File: src/rtl/instr_fetch_unit_if.sv
// Fetch unit bus bundle: start/PC control, instruction memory read port, execute-stage handshake.
// master = fetch unit side, slave = PC / memory / execute-stage side.
// No logic here, only the signal grouping.
interface instr_fetch_unit_if;
   logic        start;
   logic [15:0] pc_addr;
   logic        pc_done;
   logic        pc_en;
   logic [15:0] pc_load_addr;
   logic        mem_rd;
   logic [15:0] mem_addr;
   logic        mem_rvalid;
   logic [15:0] mem_rdata;
   logic [15:0] instr;
   logic        instr_valid;
   logic        instr_ready;
   logic        halted;

   modport master (
      input  start, pc_addr, mem_rvalid, mem_rdata, instr_ready,
      output pc_done, pc_en, pc_load_addr, mem_rd, mem_addr, instr, instr_valid, halted
   );

   modport slave (
      output start, pc_addr, mem_rvalid, mem_rdata, instr_ready,
      input  pc_done, pc_en, pc_load_addr, mem_rd, mem_addr, instr, instr_valid, halted
   );
endinterface

File: src/rtl/instr_fetch_unit.sv
// Instruction fetch FSM: reads memory at PC, hands words to execute, steps/rewinds PC, stops on HALT.
// Latency: read strobe to next read is 4 cycles after mem_rvalid when instr_ready is held high.
// Backpressure: instr/instr_valid held stable in HOLD until instr_ready; FETCH_LOOP_EN adds LOOP_BEGIN/LOOP_END.
module instr_fetch_unit (
   input  logic               clk,
   input  logic               rst,
   instr_fetch_unit_if.master bus
);

   typedef enum logic [2:0] {IDLE, REQ, WAIT, HOLD, STEP, REWIND, HALTED} state_t;

   localparam logic [3:0] OP_HALT = 4'hF;
`ifdef FETCH_LOOP_EN
   localparam logic [3:0] OP_LOOP_BEGIN = 4'hE;
   localparam logic [3:0] OP_LOOP_END   = 4'hD;
`endif

   state_t      state_q, state_d;
   logic        mem_rd_q, mem_rd_d;
   logic        pc_done_q, pc_done_d;
   logic [15:0] instr_q, instr_d;
   logic        instr_valid_q, instr_valid_d;
   logic        halted_q, halted_d;
   logic [3:0]  opcode;
`ifdef FETCH_LOOP_EN
   logic        pc_en_q, pc_en_d;
   logic [15:0] loop_addr_q, loop_addr_d;
   logic [11:0] loop_cnt_q, loop_cnt_d;
`endif

   assign opcode = bus.mem_rdata[15:12];

   // Next-state and next-output logic; pulse outputs are set on entry to the state that owns them.
   always_comb begin
      state_d       = state_q;
      mem_rd_d      = 1'b0;
      pc_done_d     = 1'b0;
      instr_d       = instr_q;
      instr_valid_d = instr_valid_q;
      halted_d      = halted_q;
`ifdef FETCH_LOOP_EN
      pc_en_d       = 1'b0;
      loop_addr_d   = loop_addr_q;
      loop_cnt_d    = loop_cnt_q;
`endif
      case (state_q)
         IDLE: begin
            if (bus.start) begin
               state_d  = REQ;
               mem_rd_d = 1'b1;
            end
         end
         REQ: state_d = WAIT;
         WAIT: begin
            // Read data is only looked at here; a late response in any other state is dropped.
            if (bus.mem_rvalid) begin
               if (opcode == OP_HALT) begin
                  state_d  = HALTED;
                  halted_d = 1'b1;
               end
`ifdef FETCH_LOOP_EN
               else if (opcode == OP_LOOP_BEGIN) begin
                  // Body starts right after the LOOP_BEGIN word; a zero count still runs once.
                  loop_addr_d = bus.pc_addr + 16'd1;
                  loop_cnt_d  = (bus.mem_rdata[11:0] == 12'd0) ? 12'd1 : bus.mem_rdata[11:0];
                  state_d     = STEP;
                  pc_done_d   = 1'b1;
               end else if (opcode == OP_LOOP_END) begin
                  if (loop_cnt_q > 12'd1) begin
                     loop_cnt_d = loop_cnt_q - 12'd1;
                     state_d    = REWIND;
                     pc_en_d    = 1'b1;
                  end else begin
                     // Last pass, or a stray LOOP_END with no loop open: fall through.
                     loop_cnt_d = 12'd0;
                     state_d    = STEP;
                     pc_done_d  = 1'b1;
                  end
               end
`endif
               else begin
                  state_d       = HOLD;
                  instr_d       = bus.mem_rdata;
                  instr_valid_d = 1'b1;
               end
            end
         end
         HOLD: begin
            if (bus.instr_ready) begin
               state_d       = STEP;
               instr_valid_d = 1'b0;
               pc_done_d     = 1'b1;
            end
         end
         STEP, REWIND: begin
            state_d  = REQ;
            mem_rd_d = 1'b1;
         end
         HALTED: state_d = HALTED;
         default: state_d = IDLE;
      endcase
   end

   // State and registered outputs; reset abandons any fetch in flight.
   always_ff @(posedge clk or posedge rst) begin
      if (rst) begin
         state_q       <= IDLE;
         mem_rd_q      <= 1'b0;
         pc_done_q     <= 1'b0;
         instr_q       <= 16'h0000;
         instr_valid_q <= 1'b0;
         halted_q      <= 1'b0;
`ifdef FETCH_LOOP_EN
         pc_en_q       <= 1'b0;
         loop_addr_q   <= 16'h0000;
         loop_cnt_q    <= 12'd0;
`endif
      end else begin
         state_q       <= state_d;
         mem_rd_q      <= mem_rd_d;
         pc_done_q     <= pc_done_d;
         instr_q       <= instr_d;
         instr_valid_q <= instr_valid_d;
         halted_q      <= halted_d;
`ifdef FETCH_LOOP_EN
         pc_en_q       <= pc_en_d;
         loop_addr_q   <= loop_addr_d;
         loop_cnt_q    <= loop_cnt_d;
`endif
      end
   end

   // PC only changes on the pc_done/pc_en edges, so the read address follows it directly during REQ.
   assign bus.mem_rd      = mem_rd_q;
   assign bus.mem_addr    = mem_rd_q ? bus.pc_addr : 16'h0000;
   assign bus.pc_done     = pc_done_q;
   assign bus.instr       = instr_q;
   assign bus.instr_valid = instr_valid_q;
   assign bus.halted      = halted_q;
`ifdef FETCH_LOOP_EN
   assign bus.pc_en        = pc_en_q;
   assign bus.pc_load_addr = loop_addr_q;
`else
   assign bus.pc_en        = 1'b0;
   assign bus.pc_load_addr = 16'h0000;
`endif

endmodule

File: src/flat_wrapper.sv
// flat-port wrapper written by rule: the top's interface ports become plain ports
module instr_fetch_unit_flat 
  (clk, rst, bus_start, bus_pc_addr, bus_mem_rvalid, bus_mem_rdata, bus_instr_ready, bus_pc_done, bus_pc_en, bus_pc_load_addr, bus_mem_rd, bus_mem_addr, bus_instr, bus_instr_valid, bus_halted);
  instr_fetch_unit_if bus_i ();
  input  logic clk;
  input  logic rst;
  input wire logic [$bits(bus_i.start)-1:0] bus_start;
  input wire logic [$bits(bus_i.pc_addr)-1:0] bus_pc_addr;
  input wire logic [$bits(bus_i.mem_rvalid)-1:0] bus_mem_rvalid;
  input wire logic [$bits(bus_i.mem_rdata)-1:0] bus_mem_rdata;
  input wire logic [$bits(bus_i.instr_ready)-1:0] bus_instr_ready;
  output wire logic [$bits(bus_i.pc_done)-1:0] bus_pc_done;
  output wire logic [$bits(bus_i.pc_en)-1:0] bus_pc_en;
  output wire logic [$bits(bus_i.pc_load_addr)-1:0] bus_pc_load_addr;
  output wire logic [$bits(bus_i.mem_rd)-1:0] bus_mem_rd;
  output wire logic [$bits(bus_i.mem_addr)-1:0] bus_mem_addr;
  output wire logic [$bits(bus_i.instr)-1:0] bus_instr;
  output wire logic [$bits(bus_i.instr_valid)-1:0] bus_instr_valid;
  output wire logic [$bits(bus_i.halted)-1:0] bus_halted;
  assign bus_i.start = bus_start;
  assign bus_i.pc_addr = bus_pc_addr;
  assign bus_i.mem_rvalid = bus_mem_rvalid;
  assign bus_i.mem_rdata = bus_mem_rdata;
  assign bus_i.instr_ready = bus_instr_ready;
  assign bus_pc_done = bus_i.pc_done;
  assign bus_pc_en = bus_i.pc_en;
  assign bus_pc_load_addr = bus_i.pc_load_addr;
  assign bus_mem_rd = bus_i.mem_rd;
  assign bus_mem_addr = bus_i.mem_addr;
  assign bus_instr = bus_i.instr;
  assign bus_instr_valid = bus_i.instr_valid;
  assign bus_halted = bus_i.halted;
  instr_fetch_unit u_core (.clk(clk), .rst(rst), .bus(bus_i));
endmodule
File: config.mk
export PLATFORM = sky130hd
export DESIGN_NAME = instr_fetch_unit_flat
export DESIGN_NICKNAME = d
export VERILOG_FILES = /design/src/rtl/instr_fetch_unit_if.sv /design/src/rtl/instr_fetch_unit.sv /design/src/flat_wrapper.sv
export SDC_FILE = /design/constraint.sdc
export NUM_CORES = 1
export LEC_CHECK = 0
export ABC_AREA = 1
export CAP_MARGIN = 30
export CELL_PAD_IN_SITES_DETAIL_PLACEMENT = 1
export CELL_PAD_IN_SITES_GLOBAL_PLACEMENT = 1
export CORE_ASPECT_RATIO = 1.2
export CORE_MARGIN = 2
export CORE_UTILIZATION = 27
export DETAILED_ROUTE_END_ITERATION = 12
export PLACE_DENSITY_LB_ADDON = 0.2
export SLEW_MARGIN = 5
export SYNTH_ARGS = -nofsm -noshare
export SYNTH_HDL_FRONTEND = slang
export SYNTH_SLANG_ARGS = --single-unit
export TNS_END_PERCENT = 30
File: constraint.sdc
create_clock -name clk -period 2.6 [get_ports clk]
set_clock_uncertainty 0.15 [all_clocks]
set_input_delay 0.65 -clock clk [delete_from_list [all_inputs] [get_ports clk]]
set_output_delay 0.65 -clock clk [all_outputs]
set_load 0.005 [all_outputs]
==> results.json <==
{
  "startpoint_type": "input port",
  "route.detailed.drc": 0,
  "hold_ws_ns": 0.328,
  "swShare_pct": 37.3,
  "slew_headroom_pct": 66.2,
  "numCtsBuffers": 3,
  "core.rowCount": 28,
  "area_growth_pct": 52.2,
  "fin_setup_tns_ns": 0,
  "min_period_ns": 2.53,
  "comb_power_share_pct": 52.4,
  "clock_path_buffers": 2,
  "gp_congestion": 0.706,
  "endpoint_kind": "output pin",
  "hpwl_um": 2760,
  "grt_pass1_vias": 1265,
  "netlist_area_mm2": 0.00142,
  "grt_pass1_wl_um": 5850,
  "synth_warnings": 0,
  "synthCells": 171,
  "ir_drop_uv": 392,
  "n_fill_cell": 622,
  "synthArstFlopShare_pct": 100,
  "instances_no_fill": 302,
  "final-setup-viol-count": 0,
  "synth_edf_count": 0,
  "cts-root-buf": "clkbuf_8",
  "ys_types": 25,
  "clk_pin_slew_ns": 0.09,
  "status": "finished clean",
  "vias": 1264,
  "hold_violations": 0,
  "first_pass_iters": 3,
  "path_cells": "clkdlybuf4s50_1 > nand2_1 > inv_1 > clkdlybuf4s50_1",
  "numPlacedInstances": 298,
  "synth_seq_area_share_pct": 40.5,
  "synth_top_family_by_area": "simple AND/OR/NAND/NOR gates",
  "start_util_pct": 28.4,
  "p_int_mw": 1.18,
  "maxCapViolCount": 0,
  "holdPathStages": 1,
  "cts_hold_buf": 0,
  "insertedDiodeCount": 0,
  "postPlaceCellArea_mm2": 0.00212,
  "rsz0062_at_grt": "false",
  "synthTopCellsByArea": "dfrtp_1, nand2_1, buf_4, nand2_4, nand3_1",
  "synthMuxAreaShare_pct": 0,
  "clock_latency_ns": 0.26,
  "cpPeakStageDelay_ns": 0.49,
  "timing.fmax_ghz": 0.396,
  "io_pins": 90,
  "path_class": "input port to output pin",
  "synth_xor_area_share_pct": 0,
  "postRouteAntennaNets": 0,
  "required_ns": 1.80,
  "drt-initial-drc-count": 21,
  "tightest_slew_ns": 0.507,
  "synth_top_cell_area_share_pct": 40.5,
  "post_cts_buffers": 0,
  "layout-drive-gt1-share_pct": 12.8,
  "p_sw_mw": 0.704,
  "tritoncts": "built",
  "final_area_mm2": 0.00217,
  "p_clk_share_pct": 11.8,
  "reg2regPathDepth": 6,
  "htree_levels": 1,
  "die_w_um": 70.3,
  "ys_ff_latch": 23,
  "wire_per_inst_um": 11.6,
  "grt_max_degree": 24,
  "hold_path_class": "register to register",
  "synthSimpleGateAreaFrac_pct": 37.3,
  "grt_overflow_total": 0,
  "critical_path_arrival_ns": 1.73,
  "yosys.area_share.adder_pct": 0,
  "synth_most_common_cell": "nand2_1",
  "finalMaxSlewViolations": 0,
  "crit_top_cell": "clkdlybuf4s50_1",
  "die_h_um": 83.5,
  "finalWirelength_um": 3490,
  "fin_nets": 280,
  "viasPerCell": 4.19,
  "synth-main-ff-cell": "dfrtp_1",
  "antenna_found_initial": 0,
  "core-area_mm2": 0.00501,
  "synth_top_area_cell": "dfrtp_1",
  "power_density_mw_per_mm2": 872,
  "synth_area_per_cell_um2": 8.32,
  "leakage_nw": 1.11,
  "cts.sinks": 23,
  "critPathMaxFanout": 1,
  "synth.top_cells.by_count": "nand2_1, dfrtp_1, inv_1",
  "slowest_stage": "clkdlybuf4s50_1",
  "die-area_mm2": 0.00587,
  "cts_resized": 0,
  "track_usage_pct": 12.1,
  "synth-compound-area-share_pct": 2.55,
  "port_buffers": 72,
  "pwr-share-seq_pct": 35.8,
  "fin_crit_sh_pct": 97.1
}
[registers in the layout, indices dropped and copies added (netlist names)]
register / cells
u_core.bus.halted: 1
u_core.bus.mem_rd: 1
u_core.bus.instr: 16
u_core.state_q: 3
u_core.bus.instr_valid: 1
u_core.bus.pc_done: 1
[critical path: cells and delay by family]
family                 cells  cell delay (ns)
buffers and inverters      3             1.03
AND/OR/NAND/NOR            1             0.05
[final timing paths]
kind	start	endpoint	slack, ns
setup / recovery	bus_pc_addr[1]	bus_mem_addr[1]	0.07
hold / removal	u_core.bus.halted	u_core.bus.halted	0.33
setup reg to reg	u_core.state_q[0]	u_core.bus.instr[7]	1.01
hold reg to reg	u_core.bus.halted	u_core.bus.halted	0.33
max in group asynchronous	rst	u_core.state_q[2]	1.49
min in group asynchronous	rst	u_core.bus.instr[3]	0.57
[layout make-up]
cell class	instances	area, um2	share of cell area, %
inverters	23	87.6	4.04
repair buffers	74	751	34.7
clock buffers	3	41.3	1.91
multi-input cells	118	631	29.1
well taps	60	75.1	3.47
flip-flops and latches	23	576	26.6
clock inverters	1	5.00	0.231
[layout by cell type (no fill, tap or decap), drive strengths merged, types with 2 or more instances in the layout]
cell           instances
dfrtp                 23
clkdlybuf4s50         71
clkinv                 3
nor3                   2
nand2                 63
inv                   21
clkbuf                 3
conb                  17
nor2                  10
buf                    2
o21ai                  3
nand3                 19
[routing by layer]
metal	vias up	wire (um)	GRT usage, %
met3	4	342	3.38
met1	571	1370	14.3
met4	0	34	3.15
met5	-	0	0
li1	624	-	-
met2	65	1740	21.4
[logic make-up (layout without fill, tap and decap cells)]
kind of cell / after synthesis / in the layout
buffers and inverters: 46 / 101
and+or+nand+nor: 95 / 95
AOI/OAI and AO/OA: 6 / 6
DFF: 23 / 23
other: 1 / 17
[stage by stage]
stage | total power, mW | worst slack (ns) | util (%)
after floorplan | 1.21 | 0.843 | -
after global placement | 1.68 | 0.0681 | 42.3
after detailed placement | 1.69 | 0.0563 | 42.3
after CTS | 1.93 | 0.0582 | 43.2
after global routing | 2.05 | 0.00595 | 43.2
final | 1.89 | 0.0746 | 43.2
[power by group through the flow]
stage | logic, mW | clock network (mW) | registers, mW
after floorplan | 0.550 | 0 | 0.661
after global placement | 0.995 | 0 | 0.684
after detailed placement | 1.01 | 0 | 0.681
after CTS | 1.02 | 0.236 | 0.679
after global routing | 1.11 | 0.248 | 0.698
final | 0.990 | 0.223 | 0.676
Note: power is estimated with default switching activity, not from simulation.
